`src/rtl/sample_loader_if.sv`:
```
// Stream-in / frame-out bundle between the upstream source, the sample loader
// and the averaging datapath. The loader uses the slave modport.
interface sample_loader_if #(
  parameter int N = 32,
  parameter int W = 8
);
  localparam int LOGN = $clog2(N);

  logic             in_valid;
  logic [W-1:0]     in_data;
  logic             in_ready;
  logic             consume_done;
  logic [W-1:0]     frame_out [0:N-1];
  logic             start;
  logic             busy;
  logic [LOGN:0]    wr_count;
  logic [7:0]       frame_count;
  logic [W+LOGN-1:0] sum_out;

  modport master (
    output in_valid, in_data, consume_done,
    input  in_ready, frame_out, start, busy, wr_count, frame_count, sum_out
  );

  modport slave (
    input  in_valid, in_data, consume_done,
    output in_ready, frame_out, start, busy, wr_count, frame_count, sum_out
  );
endinterface

```
`src/rtl/sample_loader.sv`:
```
// Collects N stream samples into a frozen frame buffer, pulses start, then waits
// for the datapath to finish. Optional running sum enabled by LOADER_SUM_EN.
module sample_loader #(
  parameter int N = 32,
  parameter int W = 8
) (
  input logic             clk,
  input logic             reset,
  sample_loader_if.slave  bus
);
  localparam int LOGN = $clog2(N);

  typedef enum logic [1:0] {S_FILL, S_LAUNCH, S_WAIT} state_t;

  state_t          r_state;
  state_t          w_state_next;
  logic [LOGN-1:0] r_wr_idx;
  logic [LOGN:0]   r_wr_count;
  logic [7:0]      r_frame_count;
  logic [W-1:0]    r_buf [0:N-1];

  logic w_xfer;
  logic w_last;
  logic w_consume;
  logic w_start;
  logic w_busy;
  logic w_in_ready;

  assign w_xfer    = bus.in_valid && (r_state == S_FILL);
  assign w_last    = w_xfer && (r_wr_idx == LOGN'(N - 1));
  // consume_done is only honoured in WAIT; in LAUNCH it still reflects the last frame
  assign w_consume = (r_state == S_WAIT) && bus.consume_done;

  always_ff @(posedge clk) begin
    if (reset) begin
      r_state <= S_FILL;
    end else begin
      r_state <= w_state_next;
    end
  end

  always_comb begin
    w_state_next = r_state;
    w_start      = 1'b0;
    w_busy       = 1'b0;
    w_in_ready   = 1'b0;
    case (r_state)
      S_FILL: begin
        w_in_ready = 1'b1;
        if (w_last) w_state_next = S_LAUNCH;
      end
      S_LAUNCH: begin
        w_start      = 1'b1;
        w_busy       = 1'b1;
        w_state_next = S_WAIT;
      end
      S_WAIT: begin
        w_busy = 1'b1;
        if (w_consume) w_state_next = S_FILL;
      end
      default: w_state_next = S_FILL;
    endcase
  end

  // Write index wraps to 0 on its own after N-1 since N is a power of two
  always_ff @(posedge clk) begin
    if (reset) begin
      r_wr_idx      <= '0;
      r_wr_count    <= '0;
      r_frame_count <= '0;
    end else begin
      if (w_xfer) begin
        r_wr_idx   <= r_wr_idx + 1'b1;
        r_wr_count <= r_wr_count + 1'b1;
      end
      if (w_consume) begin
        r_wr_count    <= '0;
        r_frame_count <= r_frame_count + 8'd1;
      end
    end
  end

  generate
    for (genvar gi = 0; gi < N; gi++) begin : g_buf
      always_ff @(posedge clk) begin
        if (reset) begin
          r_buf[gi] <= '0;
        end else if (w_xfer && (r_wr_idx == LOGN'(gi))) begin
          r_buf[gi] <= bus.in_data;
        end
      end
      assign bus.frame_out[gi] = r_buf[gi];
    end
  endgenerate

`ifdef LOADER_SUM_EN
  logic [W+LOGN-1:0] r_sum;

  always_ff @(posedge clk) begin
    if (reset) begin
      r_sum <= '0;
    end else if (w_consume) begin
      r_sum <= '0;
    end else if (w_xfer) begin
      r_sum <= r_sum + (W + LOGN)'(bus.in_data);
    end
  end

  assign bus.sum_out = r_sum;
`else
  assign bus.sum_out = '0;
`endif

  assign bus.in_ready    = w_in_ready;
  assign bus.start       = w_start;
  assign bus.busy        = w_busy;
  assign bus.wr_count    = r_wr_count;
  assign bus.frame_count = r_frame_count;
endmodule

```
`src/flat_wrapper.sv`:
```
// flat-port wrapper written by rule: the top's interface ports become plain ports
module sample_loader_flat 
#(
  parameter int N = 32,
  parameter int W = 8
)
  (clk, reset, bus_in_valid, bus_in_data, bus_consume_done, bus_in_ready, bus_frame_out, bus_start, bus_busy, bus_wr_count, bus_frame_count, bus_sum_out);
  sample_loader_if #(.N(N), .W(W)) bus_i ();
  input logic clk;
  input logic reset;
  input wire logic [$bits(bus_i.in_valid)-1:0] bus_in_valid;
  input wire logic [$bits(bus_i.in_data)-1:0] bus_in_data;
  input wire logic [$bits(bus_i.consume_done)-1:0] bus_consume_done;
  output wire logic [$bits(bus_i.in_ready)-1:0] bus_in_ready;
  output wire logic [$bits(bus_i.frame_out)-1:0] bus_frame_out;
  output wire logic [$bits(bus_i.start)-1:0] bus_start;
  output wire logic [$bits(bus_i.busy)-1:0] bus_busy;
  output wire logic [$bits(bus_i.wr_count)-1:0] bus_wr_count;
  output wire logic [$bits(bus_i.frame_count)-1:0] bus_frame_count;
  output wire logic [$bits(bus_i.sum_out)-1:0] bus_sum_out;
  assign bus_i.in_valid = bus_in_valid;
  assign bus_i.in_data = bus_in_data;
  assign bus_i.consume_done = bus_consume_done;
  assign bus_in_ready = bus_i.in_ready;
  assign bus_frame_out = {>>{bus_i.frame_out}};
  assign bus_start = bus_i.start;
  assign bus_busy = bus_i.busy;
  assign bus_wr_count = bus_i.wr_count;
  assign bus_frame_count = bus_i.frame_count;
  assign bus_sum_out = bus_i.sum_out;
  sample_loader #(.N(N), .W(W)) u_core (.clk(clk), .reset(reset), .bus(bus_i));
endmodule
```
`config.mk`:
```
export PLATFORM = sky130hd
export DESIGN_NAME = sample_loader_flat
export DESIGN_NICKNAME = d
export VERILOG_FILES = /design/src/rtl/sample_loader_if.sv /design/src/rtl/sample_loader.sv /design/src/flat_wrapper.sv
export SDC_FILE = /design/constraint.sdc
export NUM_CORES = 1
export LEC_CHECK = 0
export ABC_AREA = 1
export BUFFER_PORTS_ARGS = -buffer_cell sky130_fd_sc_hd__buf_2
export CAP_MARGIN = 20
export CORE_ASPECT_RATIO = 0.6
export CORE_MARGIN = 5
export CORE_UTILIZATION = 55
export DETAILED_ROUTE_END_ITERATION = 12
export PLACE_DENSITY = 0.87
export SLEW_MARGIN = 20
export SYNTH_ARGS = -nofsm -noshare
export SYNTH_HDL_FRONTEND = slang
export SYNTH_SLANG_ARGS = --single-unit
```
`constraint.sdc`:
```
create_clock -name clk -period 4.4 [get_ports clk]
set_clock_uncertainty 0.05 [all_clocks]
set_input_delay 0.44 -clock clk [delete_from_list [all_inputs] [get_ports clk]]
set_output_delay 0.44 -clock clk [all_outputs]
set_load 0.05 [all_outputs]
```
==> run_results.csv <==
group,metric,value,unit
min_path,hold_depth,2,
global_route,grt.met1_usage,35.8,%
min_path,min_from,"reset",
clock_network,cts_tree,"built",
setup_path,timing.rr.start,"u_core.r_state[0]",
global_route,use_met3,5.80,%
sta,drv_slew,0,
setup_path,worst-path-max-fanout,23,
finish,drive_gt1_share,32.0,%
route,vias_per_cell,5.29,
sta,max_slew_margin,30.3,%
status,outcome,"finished, final reports clean",
floorplan,io_pins,298,
clock_network,cts_setup_buffers,0,
logic_synthesis,synth_area_leaders,"edfxtp_1, nor2_1, dfxtp_1, nand2_1, nand3_2",
global_route,grt_max_degree,42,
pwr,peakVddDrop,331,uV
sta,totalNegativeSetupSlack,0,ns
logic_synthesis,synthAdderAreaFrac,1.40,%
sta,finalCritPeriodShare,65.2,%
clock_network,ctsResizeCount,0,
setup_path,critical_path.top_delay_family,"compound AO/OA/AOI/OAI gates",
setup_path,slowest_stage,"o21ai_0",
place,dp_hpwl,19.3,mm
logic_synthesis,synthFlopType,"edfxtp_1",
setup_path,critPathCaptureType,"flop",
min_path,hold_path.class,"in -> reg",
global_route,antenna_found_initial,0,
logic_synthesis,yosys_warnings,0,
sta,worst_pin_slew,1.03,ns
pwr,leakagePower,5.69,nW
setup_path,critical_path_class,"reg -> reg",
finish,antenna_cells,0,
floorplan,dieArea,22500,um^2
clock_network,cts_max_level,1,
logic_synthesis,netlist_instances,853,
flow_run,maxCapViolCount,0,
place,port_buffers,284,
route,avgRoutedWirePerCell,20.1,um
sta,setup_viol,0,
min_path,min_delay_worst_endpoint,"u_core.bus.frame_count[2]",
setup_path,crit_chain,"inv_1 > ha_1 > nand2_2 > nor2_4 > buf_4 > inv_2 > o21ai_0",
logic_synthesis,async_reset_ff_share,0,%
sta,min_period,2.87,ns
global_route,grt_use_met2,39.4,%
setup_path,reg2reg_depth,7,
setup_path,setup.worst_path.start_class,"flop",
logic_synthesis,postSynthAreaPerCell,12.6,um^2
logic_synthesis,synth_area_leader_cell,"edfxtp_1",
floorplan,fp.dieW,191,um
global_route,grt_pass1_vias,7395,
route,postRouteAntennaNets,0,
logic_synthesis,ys_top_cells_by_count,"nor2_1, edfxtp_1, nand2_1",
logic_synthesis,synth_compound_area_share,1.02,%
global_route,grt_overflow,0,
clock_network,clockBufferDepth,3,
setup_path,r2r_slack,1.53,ns
sta,max_freq,0.349,GHz
clock_network,cts_made_buffers,24,
global_route,busiest_layer,"met2",
finish,final_nets,1159,
sta,setup_ws,1.53,ns
clock_network,cts_hold_buffers,0,
setup_path,path_buf_inv,3,
logic_synthesis,synthSimpleGateAreaFrac,17.9,%
global_route,grt_use_total,24.8,%
route,dr.pass1.iters,5,
setup_path,worstPathArrival,2.94,ns
floorplan,rows,39,
logic_synthesis,synth_top_area_share,71.5,%
sta,rsz0062_at_grt,"false",
finish,area_growth,21.7,%
global_route,grt_pass1_wl,43.1,mm
route,vias,7499,
floorplan,die_h,118,um
logic_synthesis,synth_top_family_by_area,"simple AND/OR/NAND/NOR gates",
logic_synthesis,yosys.cell_count.top_type,"nor2_1",
setup_path,cp.required,4.48,ns
floorplan,fp.coreArea,19100,um^2
logic_synthesis,seq_area_frac_synth,75.4,%
logic_synthesis,synth_edf_count,256,
route,routed_wirelength,28.5,mm
place,place_ws,1.52,ns
clock_network,clk_latency,0.50,ns
place,gp_congestion,0.841,
sta,hold_viol_final,0,
clock_network,cts_root_buffer,"clkbuf_16",
setup_path,slowest_delay,0.85,ns
pwr,power.density,469,nW/um^2
clock_network,numClockSinks,277,
logic_synthesis,ys_types,27,
route,route.detailed.drc,0,
logic_synthesis,muxShareOfSynthArea,0,%
logic_synthesis,synth-xor-area-share,0.0814,%
clock_network,clkTransAtPathRegs,0.06,ns
route,drt_first_iter_violations,795,
floorplan,start_util,56.2,%
logic_synthesis,ys_ff_latch,277,
logic_synthesis,synth_area,10800,um^2
setup_path,r2r_end,"u_core.r_buf[1][49]",
sta,whs,0.0943,ns
[placed cells by master, fill, tap and decap left out, types with 5 or more instances in the layout]
cell type,synthesis,layout
edfxtp_1,256,256
conb_1,1,13
inv_1,43,43
o21ai_0,12,8
dfxtp_1,21,21
clkbuf_16,0,25
a21oi_1,9,9
ha_1,12,12
nand3_1,12,12
nor2_1,298,298
nand2_1,87,87
clkbuf_1,26,6
o21ai_1,1,5
buf_2,3,284
nand3_2,25,25
buf_4,19,10
[cell families after synthesis]
family	count (synthesis)
flops	277
xor+xnor	1
buf+inv	99
fa+ha+maj	12
other cells	1
compound gates	22
simple gates	441
[layout make-up]
cell class	count	area (um^2)
Tap cell	266	333
Clock buffer	33	676
Timing Repair Buffer	295	1500
Fill cell	1348	6040
Multi-Input combinational cell	489	2240
Inverter	48	181
Sequential cell	277	8110
Clock inverter	9	46.3
[sequential cells by signal (all words and copies together) (netlist names)]
signal and flops:
u_core.r_wr_idx 5, u_core.bus.wr_count 6, u_core.r_state 2, u_core.bus.frame_count 8, u_core.r_buf 256
[power breakdown]
group          switching [mW]  total [mW]  leakage (nW)  internal, mW
logic                   0.924        1.10          2.52         0.175
clock network           0.887        1.96         0.352          1.07
registers              0.0650        3.08          2.82          3.02
[worst max-delay path by stage]
stage                      start  cells past startpoint                  end
2_1_floorplan  u_core.r_state[0]                      7  u_core.r_buf[1][32]
3_3_place_gp   u_core.r_state[0]                      7  u_core.r_buf[1][62]
3_5_place_dp   u_core.r_state[0]                      7  u_core.r_buf[1][60]
4_1_cts        u_core.r_state[0]                      7  u_core.r_buf[1][60]
5_1_grt        u_core.r_state[0]                      7  u_core.r_buf[1][52]
6_report       u_core.r_state[0]                      7  u_core.r_buf[1][49]
[per-layer routing]
layer	up-vias	part of all wire (%)	routed length [um]
met5	-	0	0
met1	3592	41	11800
met4	0	1.7	498
li1	3389	-	-
met2	479	46	13100
met3	39	11	3100
[through the flow]
step           total power, mW  instance area [um^2]  std cells  utilization (%)
6_report                  6.14                 13100       1417             68.4
5_1_grt                   6.35                 13100       1417             68.4
4_1_cts                   6.15                 13100       1416             68.4
3_5_place_dp              4.24                 12400       1374             64.6
3_3_place_gp              4.22                 12400       1374             64.6
2_1_floorplan             3.98                 10800        865                -
No activity file was read; power rests on OpenSTA's default activity.
